**config.mk**
```make
export PLATFORM = sky130hd
export DESIGN_NAME = lfsr_stream
export DESIGN_NICKNAME = d
export VERILOG_FILES = /design/src/rtl/lfsr_stream.sv
export SDC_FILE = /design/constraint.sdc
export NUM_CORES = 1
export LEC_CHECK = 0
export ABC_AREA = 1
export CORE_MARGIN = 2
export CORE_UTILIZATION = 40
export DETAILED_ROUTE_END_ITERATION = 10
export PLACE_DENSITY = 0.66
export SETUP_SLACK_MARGIN = 0.5
export SYNTH_ARGS = -nofsm -noshare
export SYNTH_HDL_FRONTEND = slang
export SYNTH_SLANG_ARGS = --single-unit
```
**constraint.sdc**
```tcl
create_clock -name clk -period 1.6 [get_ports clk]
set_clock_uncertainty 0.15 [all_clocks]
set_input_delay 0.24 -clock clk [delete_from_list [all_inputs] [get_ports clk]]
set_output_delay 0.24 -clock clk [all_outputs]
set_load 0.02 [all_outputs]
```
**src/rtl/lfsr_stream.sv**
```systemverilog
// lfsr_stream: parametrised Fibonacci/Galois LFSR behind a valid/ready
// stream. It also measures the sequence period by watching for the state
// to return to the last loaded (reference) seed.
module lfsr_stream #(
  parameter int              WIDTH  = 8,
  parameter logic [WIDTH-1:0] TAPS   = 8'hB8,
  parameter logic [WIDTH-1:0] SEED   = {{(WIDTH-1){1'b0}}, 1'b1},
  parameter bit              GALOIS = 1'b0
) (
  input  logic             clk,
  input  logic             reset,
  input  logic             en,
  input  logic             seed_valid,
  input  logic [WIDTH-1:0] seed,
  input  logic             out_ready,
  output logic             out_valid,
  output logic [WIDTH-1:0] out_data,
  output logic             wrap,
  output logic [WIDTH-1:0] period,
  output logic             period_valid
);

  localparam logic [WIDTH-1:0] ZERO = {WIDTH{1'b0}};
  localparam logic [WIDTH-1:0] ONE  = {{(WIDTH-1){1'b0}}, 1'b1};

  // A tap on the top bit keeps the map invertible, so every state lies on
  // a cycle and the period detector always terminates.
  if ((WIDTH < 3) || (WIDTH > 32)) begin : g_bad_width
    $error("lfsr_stream: WIDTH must be in 3..32");
  end
  if (TAPS[WIDTH-1] != 1'b1) begin : g_bad_taps
    $error("lfsr_stream: TAPS[WIDTH-1] must be 1");
  end

  // One LFSR step in the selected structure.
  function automatic logic [WIDTH-1:0] lfsr_next(input logic [WIDTH-1:0] s);
    logic [WIDTH-1:0] r;
    if (GALOIS) begin
      r = (s >> 1) ^ (s[0] ? TAPS : ZERO);
    end else begin
      r = {s[WIDTH-2:0], ^(s & TAPS)};
    end
    return r;
  endfunction

  logic [WIDTH-1:0] state_r;
  logic [WIDTH-1:0] ref_r;
  logic [WIDTH-1:0] cnt_r;
  logic             out_valid_r;
  logic             wrap_r;
  logic [WIDTH-1:0] period_r;
  logic             period_valid_r;

  logic [WIDTH-1:0] state_nxt_s;
  logic [WIDTH-1:0] ref_nxt_s;
  logic [WIDTH-1:0] cnt_nxt_s;
  logic             wrap_nxt_s;
  logic [WIDTH-1:0] period_nxt_s;
  logic             period_valid_nxt_s;
  logic [WIDTH-1:0] step_s;
  logic [WIDTH-1:0] load_s;
  logic             fire_s;

  assign fire_s = out_valid_r & out_ready;
  assign step_s = lfsr_next(state_r);
  // A zero seed would lock the LFSR, so it is replaced by the default.
  assign load_s = (seed == ZERO) ? SEED : seed;

  // Next-state selection: seed load beats a handshake, which beats idle.
  always_comb begin
    state_nxt_s        = state_r;
    ref_nxt_s          = ref_r;
    cnt_nxt_s          = cnt_r;
    wrap_nxt_s         = 1'b0;
    period_nxt_s       = period_r;
    period_valid_nxt_s = period_valid_r;
    if (seed_valid) begin
      state_nxt_s        = load_s;
      ref_nxt_s          = load_s;
      cnt_nxt_s          = ZERO;
      period_valid_nxt_s = 1'b0;
    end else if (fire_s) begin
      state_nxt_s = step_s;
      if (step_s == ref_r) begin
        wrap_nxt_s         = 1'b1;
        period_nxt_s       = cnt_r + ONE;
        period_valid_nxt_s = 1'b1;
        cnt_nxt_s          = ZERO;
      end else begin
        cnt_nxt_s = cnt_r + ONE;
      end
    end else begin
      wrap_nxt_s = 1'b0;
    end
  end

  // State, period bookkeeping and stream-valid registers.
  always_ff @(posedge clk or posedge reset) begin
    if (reset) begin
      state_r        <= SEED;
      ref_r          <= SEED;
      cnt_r          <= ZERO;
      out_valid_r    <= 1'b0;
      wrap_r         <= 1'b0;
      period_r       <= ZERO;
      period_valid_r <= 1'b0;
    end else begin
      state_r        <= state_nxt_s;
      ref_r          <= ref_nxt_s;
      cnt_r          <= cnt_nxt_s;
      out_valid_r    <= en & ~seed_valid;
      wrap_r         <= wrap_nxt_s;
      period_r       <= period_nxt_s;
      period_valid_r <= period_valid_nxt_s;
    end
  end

  assign out_data     = state_r;
  assign out_valid    = out_valid_r;
  assign wrap         = wrap_r;
  assign period       = period_r;
  assign period_valid = period_valid_r;

endmodule

```
# Word level (Yosys, flattened, before mapping)
# Cells that the tools add are included.
# totals
ff_bits	35
word_cells	30
# classes
add_sub_neg	1
reduce_logical	6
eq_ne	1
bitwise	3
mux	12
# op_table
op	count
2-to-1 mux 8 bit	6
adder 8 x 1 -> 8 bit (second input constant)	1
== test 8 bit	1
logical NOT 8 bit	1
XOR reduction 8 bit	1
2-to-1 mux 1 bit	6
nonzero test 2 bit	2
AND reduction 3 bit	1
bitwise AND 1 bit	2
AND reduction 2 bit	1
NOT 1 bit	1

# Logic depth before layout (Yosys ltp)
# logic_depth
ltp_word	5
mapped_depth	10
depth_no_buf	10

# Worst setup path before layout
# No wires, ideal clock.
# synth_timing
kind	register to register
startpoint	reg state_r[0] (netlist: out_data[0])
endpoint	reg period_r[0] (netlist: period[0])
stages_incl_launch_ff	7
setup_slack_ns	-0.026
t_arrival_ns	1.359
t_required_ns	1.333
cell_sequence	dfstp_2 xnor2_1 nand3_1 nor2_8 nand3_4 nand2_1 nand2_1
# synth_via
elab_chain_cells	2
# synth_rtl
element	line_no	rtl
from (decl)	46	logic [WIDTH-1:0] state_r;
from (signal assigned)	108	state_r <= state_nxt_s;
== test 8 bit	84	if (step_s == ref_r) begin
AND reduction 3 bit (no source line)	--	
to (signal assigned)	113	period_r <= period_nxt_s;
to (decl)	51	logic [WIDTH-1:0] period_r;
# No other way between the ends.
# A chain may end at the register's enable or synchronous reset.

# Final worst setup path
# layout_timing
startpoint	reg state_r[0] (netlist: out_data[0])
endpoint	reg period_r[2] (netlist: period[2])
# Same word-level chain as after synthesis.

==> run summary <==
### Outcome
- finished, final reports clean — result of the run

### Yosys
- 47.5% — area share of the largest cell type after synthesis
- sky130_fd_sc_hd__nand2_1 — most common cell in the netlist
- 50.5% — share of the yosys chip area belonging to registers
- sky130_fd_sc_hd__dfrtp_1 (47%), sky130_fd_sc_hd__nand2_1 (19%), sky130_fd_sc_hd__nand3_1 (4.6%), sky130_fd_sc_hd__inv_1 (4.5%), sky130_fd_sc_hd__o21ai_0 (3.2%) — largest cells by area after synthesis
- 219 — number of instances in the synthesized netlist
- 25 — synth unique cells
- sky130_fd_sc_hd__dfrtp_1 — commonest register cell after synthesis
- 0 — Synth Warn #
- 7.94 sq um — mean instance size in the synthesized netlist
- 1740 sq um — Mapped Area
- 0 — number of synthesized flops with an enable pin
- sky130_fd_sc_hd__dfrtp_1 — cell accounting for the most synthesized area
- 35 — total of flip-flops plus latches after synthesis
- 233 — Post-Synthesis Net Count
- 100% — Post-synth ARST share
- sky130_fd_sc_hd__nand2_1 (88), sky130_fd_sc_hd__dfrtp_1 (33), sky130_fd_sc_hd__inv_1 (21) — leading cell types by count after synthesis

### Place
- 2940 um — HPWL Detailed
- 31 — Port Buffers
- 313 — placed cell count
- 2260 sq um — Cell Area, Placed
- 0.845 — final estimated routing congestion in global placement

### Floorplanning
- 69.9 um — Die X-Extent
- 4890 sq um — DIE AREA
- 23 — number of core rows
- 4090 sq um — area of the placeable core
- 42.6% — effective utilization at floorplan
- 32 — ports placed on the boundary
- 69.9 um — die height

### STA
- 0 ns — final sum of negative setup slack
- 1.58 ns — final critical-path required period
- 0 — number of endpoints failing setup at the final stage
- 0.265 ns — Worst-Margin Slew
- yes — unrepaired setup endpoints after global routing
- 99.0% — final worst path period share
- 0.631 GHz — Fmax achieved
- 0 — hold violation total from the final report
- 82.3% — Max-slew headroom
- 0 — total count of max-transition violations in the final report
- 0.188 ns — worst hold slack after final layout

### Power and ir drop
- 1.50 mW — total internal power
- 25.7% — relative contribution of combinational cells to total power
- 782 nW/um^2 — Power Dens Cells
- 2.15 mW — total design power
- 0.450 mV — Max VDD drop
- 1.43 nW — leakage power
- 45.5% — sequential fraction of design power
- 30.5% — switching share of total power
- 0.656 mW — total net switching power
- 28.8% — clock share of power

### CTS
- 0.29 ns — clock latency on the worst-skew pair
- done — clock tree from TritonCTS
- 5 — CTS buffer count
- 2 — # H-tree levels
- 0 — hold buffer count at CTS
- 35 — clock sinks
- 0.08 ns — clock slew at reported path FFs
- sky130_fd_sc_hd__clkbuf_8 — Clock Root Buffer
- 2 — CTS max path bufs

### Routing
- 0 — remaining antenna violation count
- 4460 um — final routed wirelength across all metal layers
- met4 — highest metal layer used by the detailed router
- 2080 um — routed metal-1 wirelength
- 160 — DR iter-0 viols
- 0 — DRC violations left
- 170 um — met3 routed wirelength
- 2170 um — met2 routed WL
- 12.7 um — wire length per cell after detailed routing
- 4 — First-pass DRT Iterations
- 4.93 — number of vias per cell after detailed routing
- 1727 — vias after detailed routing

### Critical path
- flip-flop to flip-flop — critical path class
- flip-flop — Critical Path End Type
- out_data[0]$_DFFE_PP1P_ — Crit Reg-Reg Startpoint
- 1.61 ns — Worst Path Arrival
- 1.62 ns — required time of the critical path
- 6 — Worst Path Max Fanout
- 0.02 ns — worst-case register-to-register setup slack
- period[2]$_DFFE_PP0P_ — worst reg2reg path endpoint
- 6 — r2r worst-path depth
- flip-flop — Critical Path Source Type

### Layout
- 0 — n_diodes
- 2750 sq um — Final Cell Area
- 327 — filler instances
- 58.3% — Syn-to-layout area delta
- 350 — final cell count without fillers
- 43.0% — layout cells sized above 1
- 313 — final net count

### GRT
- 0 — antenna violations before repair
- 0 — overall overflow remaining after global route
- 18.9% — overall routing resource usage
- 36 — largest net degree at the start of global routing
- 1610 — number of global-route vias before repair
- 7360 um — wire length of the first global-routing pass

### Worst hold path
- input port to async pin — Tightest Hold Check Type

### Job
- 0 — # Max-Cap Violations

## registers in the layout, indices dropped and copies added (netlist names)
| register | cells |
|---|---|
| cnt_r | 8 |
| period | 8 |
| out_data | 8 |
| ref_r | 8 |
| wrap | 1 |
| out_valid | 1 |
| period_valid | 1 |
## layer usage
layer	vias to the layer above	track usage (%)
met5	-	0
met3	4	4.04
met2	41	29.2
li1	868	-
met1	814	26.1
met4	0	6.84
## kinds of logic after synthesis
kind of cell	synth area share, %
compound gates	7.77
simple gates	33.6
buf+inv	6.40
flops	50.5
xor+xnor	1.01
fa+ha+maj	0.719
## worst max-delay path: stages (launching register included)
cell and delay [ns]:
sky130_fd_sc_hd__dfstp_2 0.56, sky130_fd_sc_hd__xnor2_2 0.11, sky130_fd_sc_hd__nand3_2 0.14, sky130_fd_sc_hd__nor2_8 0.24, sky130_fd_sc_hd__nand3_4 0.14, sky130_fd_sc_hd__nand2_1 0.09
sky130_fd_sc_hd__nand2_1 0.05
## power by group through the flow
stage                     Combinational [mW]  Clock (mW)  Sequential (mW)
after floorplan                        0.199           0             1.01
after global placement                 0.396           0            0.990
after detailed placement               0.398           0            0.992
after CTS                              0.459       0.644            0.974
after global routing                   0.602       0.681            0.984
final                                  0.553       0.620            0.980
## placed cells by master, fill, tap and decap left out, drive strengths merged, types with 2 or more instances in the layout
cell type and count:
nand2 93, buf 63, dfrtp 33, inv 25, nand3 18, nor2 12, o21ai 11, dlygate4sd2 7
nand4 5, clkbuf 5, clkdlybuf4s50 5, o221ai 4, o211ai 3, a21oi 3, clkinv 3, dfstp 2
nor3 2
## timing repair
action,CTS,global route
cloned,1,0
endpoints found under the setup margin,47,46
buffers inserted,14,14
pin swaps,17,12
resized for setup,131,38
## area by class of cell
class                   count  area, sq um  area share [%]
inverters                  26          104            3.77
multi-input cells         156          910            33.0
repair buffers             75          709            25.8
flip-flops and latches     35          885            32.1
clock inverters             3         15.0           0.545
well taps                  50         62.6            2.27
clock buffers               5         68.8            2.50
## worst max path at each step
stage / startpoint / endpoint / cells after the start
finish: out_data[0]$_DFFE_PP1P_ / period[2]$_DFFE_PP0P_ / 6
global route: out_data[0]$_DFFE_PP1P_ / period[0]$_DFFE_PP0P_ / 6
CTS: out_data[0]$_DFFE_PP1P_ / period[0]$_DFFE_PP0P_ / 6
detailed placement: out_ready / cnt_r[4]$_DFFE_PP0P_ / 9
global placement: out_ready / period[3]$_DFFE_PP0P_ / 9
floorplan: out_data[0]$_DFFE_PP1P_ / period[0]$_DFFE_PP0P_ / 6
## metrics by stage
step / util [%] / setup slack (ns)
after floorplan: - / 0.0469
after global placement: 55.3 / -0.0808
after detailed placement: 55.3 / -0.116
after CTS: 61.7 / 0.0344
after global routing: 67.4 / -0.0639
final: 67.4 / 0.0155
No activity file was read; power rests on OpenSTA's default activity.
